### config.mk
export PLATFORM = sky130hd
export DESIGN_NAME = instruction_fetch_unit_flat
export DESIGN_NICKNAME = d
export VERILOG_FILES = /design/src/rtl/instruction_fetch_unit_if.sv /design/src/rtl/instruction_fetch_unit.sv /design/src/flat_wrapper.sv
export SDC_FILE = /design/constraint.sdc
export NUM_CORES = 1
export LEC_CHECK = 0
export BUFFER_PORTS_ARGS = -buffer_cell sky130_fd_sc_hd__buf_2
export CAP_MARGIN = 20
export CORE_ASPECT_RATIO = 1.4
export CORE_MARGIN = 8
export CORE_UTILIZATION = 50
export CTS_CLUSTER_SIZE = 24
export DETAILED_ROUTE_END_ITERATION = 6
export GPL_TIMING_DRIVEN = 0
export PLACE_DENSITY_LB_ADDON = 0.2
export SLEW_MARGIN = 10
export SYNTH_ARGS = -nofsm -noshare
export SYNTH_HDL_FRONTEND = slang
export SYNTH_SLANG_ARGS = --single-unit
### constraint.sdc
create_clock -name clk -period 6.6 [get_ports clk]
set_clock_uncertainty 0.1 [all_clocks]
set_input_delay 0.33 -clock clk [delete_from_list [all_inputs] [get_ports clk]]
set_output_delay 0.33 -clock clk [all_outputs]
set_load 0.02 [all_outputs]
### src/rtl/instruction_fetch_unit_if.sv
// Bus bundle between the fetch stage, instruction memory and the core.
// The fetch unit takes the master view; memory and core together take the slave view.
interface instruction_fetch_unit_if #(
  parameter int IBUS = 32,
  parameter int ABUS = 32
);
  logic            imem_req;
  logic [ABUS-1:0] imem_addr;
  logic            imem_valid;
  logic [IBUS-1:0] imem_data;
  logic [IBUS-1:0] instruction;
  logic [ABUS-1:0] pcDir;
  logic            inst_valid;
  logic            stall;
  logic            redirect;
  logic [ABUS-1:0] redirect_pc;

  modport master (
    output imem_req, imem_addr, instruction, pcDir, inst_valid,
    input  imem_valid, imem_data, stall, redirect, redirect_pc
  );

  modport slave (
    input  imem_req, imem_addr, instruction, pcDir, inst_valid,
    output imem_valid, imem_data, stall, redirect, redirect_pc
  );
endinterface

### src/rtl/instruction_fetch_unit.sv
// Fetch stage: owns the fetch PC, issues single-beat memory requests and buffers
// returned words with their PC in a small prefetch FIFO that feeds the core.
module instruction_fetch_unit #(
  parameter int              IBUS     = 32,
  parameter int              ABUS     = 32,
  parameter int              DEPTH    = 2,
  parameter logic [ABUS-1:0] RESET_PC = '0
) (
  input logic                      clk,
  input logic                      rst,
  instruction_fetch_unit_if.master bus
);

  localparam int PW = $clog2(DEPTH);

  typedef enum logic [1:0] {
    IDLE,
    WAIT,
    FLUSH
  } state_t;

  state_t          state, state_next;
  logic [ABUS-1:0] fetch_pc;
  logic [ABUS-1:0] req_pc;
  logic [ABUS-1:0] target_pc;

  logic [IBUS-1:0] fifo_instr [DEPTH];
  logic [ABUS-1:0] fifo_pc    [DEPTH];
  logic [PW-1:0]   wr_ptr, rd_ptr;
  logic [PW:0]     count;

  logic issue, push, pop, full, empty;

  assign empty     = (count == '0);
  assign full      = (count == (PW+1)'(DEPTH));
  assign target_pc = {bus.redirect_pc[ABUS-1:2], 2'b00};

  // NOTE: every output of this block gets a default before the case, so no path
  // leaves a signal unassigned and no latch is inferred.
  always_comb begin
    state_next = state;
    issue      = 1'b0;
    push       = 1'b0;
    case (state)
      IDLE: begin
        if (!rst && !bus.redirect && !full) begin
          issue      = 1'b1;
          state_next = WAIT;
        end
      end
      WAIT: begin
        // A redirect racing the response drops it; otherwise the response is squashed later.
        if (bus.redirect)
          state_next = bus.imem_valid ? IDLE : FLUSH;
        else if (bus.imem_valid) begin
          push       = 1'b1;
          state_next = IDLE;
        end
      end
      FLUSH: begin
        if (bus.imem_valid)
          state_next = IDLE;
      end
      default: state_next = IDLE;
    endcase
  end

  assign pop = !empty && !bus.stall && !bus.redirect;

  // NOTE: state registers use non-blocking assignments so every flop samples
  // pre-edge values regardless of process ordering.
  always_ff @(posedge clk or posedge rst) begin
    if (rst)
      state <= IDLE;
    else
      state <= state_next;
  end

  always_ff @(posedge clk or posedge rst) begin
    if (rst) begin
      fetch_pc <= RESET_PC;
      req_pc   <= '0;
    end else if (bus.redirect) begin
      fetch_pc <= target_pc;
    end else if (issue) begin
      req_pc   <= fetch_pc;
      fetch_pc <= fetch_pc + ABUS'(4);
    end
  end

  always_ff @(posedge clk or posedge rst) begin
    if (rst) begin
      wr_ptr <= '0;
      rd_ptr <= '0;
      count  <= '0;
    end else if (bus.redirect) begin
      wr_ptr <= '0;
      rd_ptr <= '0;
      count  <= '0;
    end else begin
      if (push) wr_ptr <= wr_ptr + PW'(1);
      if (pop)  rd_ptr <= rd_ptr + PW'(1);
      case ({push, pop})
        2'b10:   count <= count + (PW+1)'(1);
        2'b01:   count <= count - (PW+1)'(1);
        default: count <= count;
      endcase
    end
  end

  // NOTE: FIFO storage is deliberately not reset; count alone decides which
  // entries are valid, and empty-state outputs are forced to zero below.
  always_ff @(posedge clk) begin
    if (push) begin
      fifo_instr[wr_ptr] <= bus.imem_data;
      fifo_pc[wr_ptr]    <= req_pc;
    end
  end

  assign bus.imem_req    = issue;
  assign bus.imem_addr   = issue ? fetch_pc : '0;
  assign bus.inst_valid  = !empty;
  assign bus.instruction = empty ? '0 : fifo_instr[rd_ptr];
  assign bus.pcDir       = empty ? '0 : fifo_pc[rd_ptr];

  // Issue is gated on free space, so a push into a full FIFO means broken bookkeeping.
  a_no_overflow: assert property (@(posedge clk) disable iff (rst)
    !(push && !pop && full));

  a_no_issue_on_redirect: assert property (@(posedge clk) disable iff (rst)
    !(issue && bus.redirect));

endmodule

### src/flat_wrapper.sv
// flat-port wrapper written by rule: the top's interface ports become plain ports
module instruction_fetch_unit_flat 
#(
  parameter int              IBUS     = 32,
  parameter int              ABUS     = 32,
  parameter int              DEPTH    = 2,
  parameter logic [ABUS-1:0] RESET_PC = '0
)
  (clk, rst, bus_imem_req, bus_imem_addr, bus_instruction, bus_pcDir, bus_inst_valid, bus_imem_valid, bus_imem_data, bus_stall, bus_redirect, bus_redirect_pc);
  instruction_fetch_unit_if #(.IBUS(IBUS), .ABUS(ABUS)) bus_i ();
  input logic clk;
  input logic rst;
  output wire logic [$bits(bus_i.imem_req)-1:0] bus_imem_req;
  output wire logic [$bits(bus_i.imem_addr)-1:0] bus_imem_addr;
  output wire logic [$bits(bus_i.instruction)-1:0] bus_instruction;
  output wire logic [$bits(bus_i.pcDir)-1:0] bus_pcDir;
  output wire logic [$bits(bus_i.inst_valid)-1:0] bus_inst_valid;
  input wire logic [$bits(bus_i.imem_valid)-1:0] bus_imem_valid;
  input wire logic [$bits(bus_i.imem_data)-1:0] bus_imem_data;
  input wire logic [$bits(bus_i.stall)-1:0] bus_stall;
  input wire logic [$bits(bus_i.redirect)-1:0] bus_redirect;
  input wire logic [$bits(bus_i.redirect_pc)-1:0] bus_redirect_pc;
  assign bus_imem_req = bus_i.imem_req;
  assign bus_imem_addr = bus_i.imem_addr;
  assign bus_instruction = bus_i.instruction;
  assign bus_pcDir = bus_i.pcDir;
  assign bus_inst_valid = bus_i.inst_valid;
  assign bus_i.imem_valid = bus_imem_valid;
  assign bus_i.imem_data = bus_imem_data;
  assign bus_i.stall = bus_stall;
  assign bus_i.redirect = bus_redirect;
  assign bus_i.redirect_pc = bus_redirect_pc;
  instruction_fetch_unit #(.IBUS(IBUS), .ABUS(ABUS), .DEPTH(DEPTH), .RESET_PC(RESET_PC)) u_core (.clk(clk), .rst(rst), .bus(bus_i));
endmodule
==> results.cfg <==
[timing]
finalHoldViolCount = 0
final_max_slew_viol_count = 0
fin_crit_sh_pct = 44.8
worst_slew_pin_slew_ns = 0.994
max_slew_margin_pct = 33.7
final.min_clock_period_ns = 2.96
finalWorstSetupSlack_ns = 3.64
rsz0062_at_grt = false
fin_setup_tns_ns = 0
finalSetupViolations = 0
clock.fmax_mhz = 338

[synth]
synth_top_area_share_pct = 46.3
synth_common_cells = edfxtp_1, nor2_1, mux2i_1
synth_most_common_cell = edfxtp_1
ys_async_sr_fraction_pct = 34.7
synthTopCellsByArea = edfxtp_1, dfrtp_1, mux2i_1
synth_edf_count = 124
netlist_area_um2 = 8040
yosysTopAreaCell = edfxtp_1
ys_ff_latch = 190
synth-main-ff-cell = edfxtp_1
synth_warnings = 0
seq_area_frac_synth_pct = 66.8
synth_cell_types = 47
syn_area_per_cell_um2 = 12.6
synthCells = 637

[placement]
portBuffers = 160
dp_slack_ns = 4.14
dp_hpwl_um = 14700
gp_congestion = 0.961

[floorplanning]
die_x_um = 123
ios = 167
rows = 55
initial_core_util_pct = 50.4
dieArea_um2 = 20500
die_y_um = 166
core-area_um2 = 16000

[clock_network]
cts.sinks = 190
cts_setup_buffers = 0
cts-buffers-inserted = 17
cts_buffer_depth = 2
clk_latency_ns = 0.42
cts_tree = yes
cts-htree-levels = 4
clk_pin_slew_ns = 0.06
clockRootBuffer = clkbuf_16

[critical_path]
crit_chain = dlygate4sd3_1 -> buf_2 -> nor4_4 -> nand2_2 -> clkbuf_1 -> nor2_1 -> buf_2
path_class = in2out
rr_endpoint = u_core.fetch_pc[12]
ff2ff_path_depth = 5
r2r-start = u_core.count[0]
setup.worst_path.end_class = primary output
worstPathMaxFanout = 10
required_ns = 6.17
slowest_delay_ns = 0.54
cp_common_cell = buf_2
cp-startpoint = rst
start_kind = primary input
crit_end = bus_imem_addr[26]
cp_slowest_cell = dlygate4sd3_1
worst-r2r-setup-slack_ns = 4.13
cp.arrival_ns = 2.53

[hold_path]
hold_class = in2reg

[layout]
num-nets-final = 924
drive_gt1_share_pct = 25.1
area_growth_pct = 25.4

[run_status]
status = complete, no violations

[global_routing]
grt_max_degree = 52
grt_pass1_wl_um = 31600
grt_overflow = 0
top_usage_layer = met2
grtUsageTotal_pct = 20.0
first_global_vias = 6004
antenna_found_initial = 1
met1_usage_pct = 23.8
grtUsageMet2_pct = 33.9
met3_usage_pct = 4.12

[route]
wirelength_um = 20100
ant_nets = 0
drt_iter0_markers = 363
via_count = 5797
route.detailed.drc = 0
firstDrtPassIters = 5
drt-vias-per-instance = 5.43
routedWlPerCell_um = 18.9

[power]
ir_drop_v = 0.000138
p_per_area_nw_per_um2 = 263
power_leakage_nw = 4.35

[run]
max_cap_viol_count = 0
-- metal layers --
layer / share of wire [%] / vias to the layer above
met3: 6.5 / 41
met4: 2.6 / 0
met5: 0 / -
li1: - / 2755
met2: 52 / 266
met1: 39 / 2735
-- cells in the final DEF (no fill, tap or decap), types with 5 or more instances in the layout --
cell             n
nand4_1         15
nand3b_1         8
buf_2          165
mux2i_1         69
o211ai_1         8
nand3_1         14
dfrtp_1         66
clkbuf_1        24
a21oi_1          8
buf_4            5
nor2_1          88
nor3_1           7
clkbuf_16       17
inv_1           13
o21ai_0         19
and3_1          22
a21o_1          24
dlygate4sd3_1   31
nand2_1         64
edfxtp_1       124
-- registers in the layout, indices dropped and copies added, names as in the netlist --
register	flops
u_core.rd_ptr	1
u_core.fifo_instr	64
u_core.wr_ptr	1
u_core.count	2
u_core.fifo_pc	60
u_core.state	2
u_core.req_pc	30
u_core.fetch_pc	30
-- worst max-delay path, delay by kind of cell --
kind,cells,cell delay (ns)
buf+inv,4,1.27
simple gates,3,0.92
-- per-stage QoR --
stage	utilization, %	cell area (um^2)	power (mW)	std cells	hold slack, ns
after floorplan	-	8050	1.60	640	0.296
after global placement	57.0	9100	1.69	999	0.351
after detailed placement	57.7	9210	1.71	1003	0.224
after CTS	63.0	10100	2.68	1064	0.000780
after global routing	63.2	10100	2.75	1067	0.00645
final	63.2	10100	2.66	1067	0.0168
-- cell families after synthesis --
kind of cell	after synthesis	synth area share (%)
and+or+nand+nor	240	14.4
other	1	0.0466
DFF	190	66.8
adders and majority gates	1	0.156
xor gates and xnor gates	2	0.218
AOI/OAI and AO/OA	80	6.81
buffers and inverters	53	2.80
muxes	70	8.73
-- power breakdown --
part	internal [mW]	switching (mW)
Clock	0.497	0.457
Sequential	1.37	0.0699
Combinational	0.110	0.151
Total	1.98	0.678
-- area by class of cell --
type | instances | area, um^2
tap | 199 | 249
timing repair buffer | 195 | 1210
inverter | 15 | 58.8
sequential | 190 | 5380
multi-input combinational | 397 | 2460
antenna | 1 | 2.50
clock buffer | 18 | 429
buffer | 38 | 169
clock inverter | 14 | 129
fill | 1305 | 5880
-- worst min-delay path by stage --
stage,from,end,slack [ns],cells after the start
after floorplan,bus_imem_valid,u_core.state[1],0.30,1
after global placement,u_core.req_pc[9],u_core.fifo_pc[1][9],0.35,0
after detailed placement,rst,u_core.state[0],0.22,2
after CTS,bus_imem_data[15],u_core.fifo_instr[0][15],0.0008,1
after global routing,bus_imem_data[8],u_core.fifo_instr[0][8],0.006,1
final,bus_imem_data[16],u_core.fifo_instr[0][16],0.02,1
-- what timing repair did --
| action | CTS | global route |
|---|---|---|
| resized for setup | 0 | 0 |
| hold buffers | 29 | 2 |
| endpoints found under the hold margin | 70 | 3 |
No activity file was read; power rests on OpenSTA's default activity.
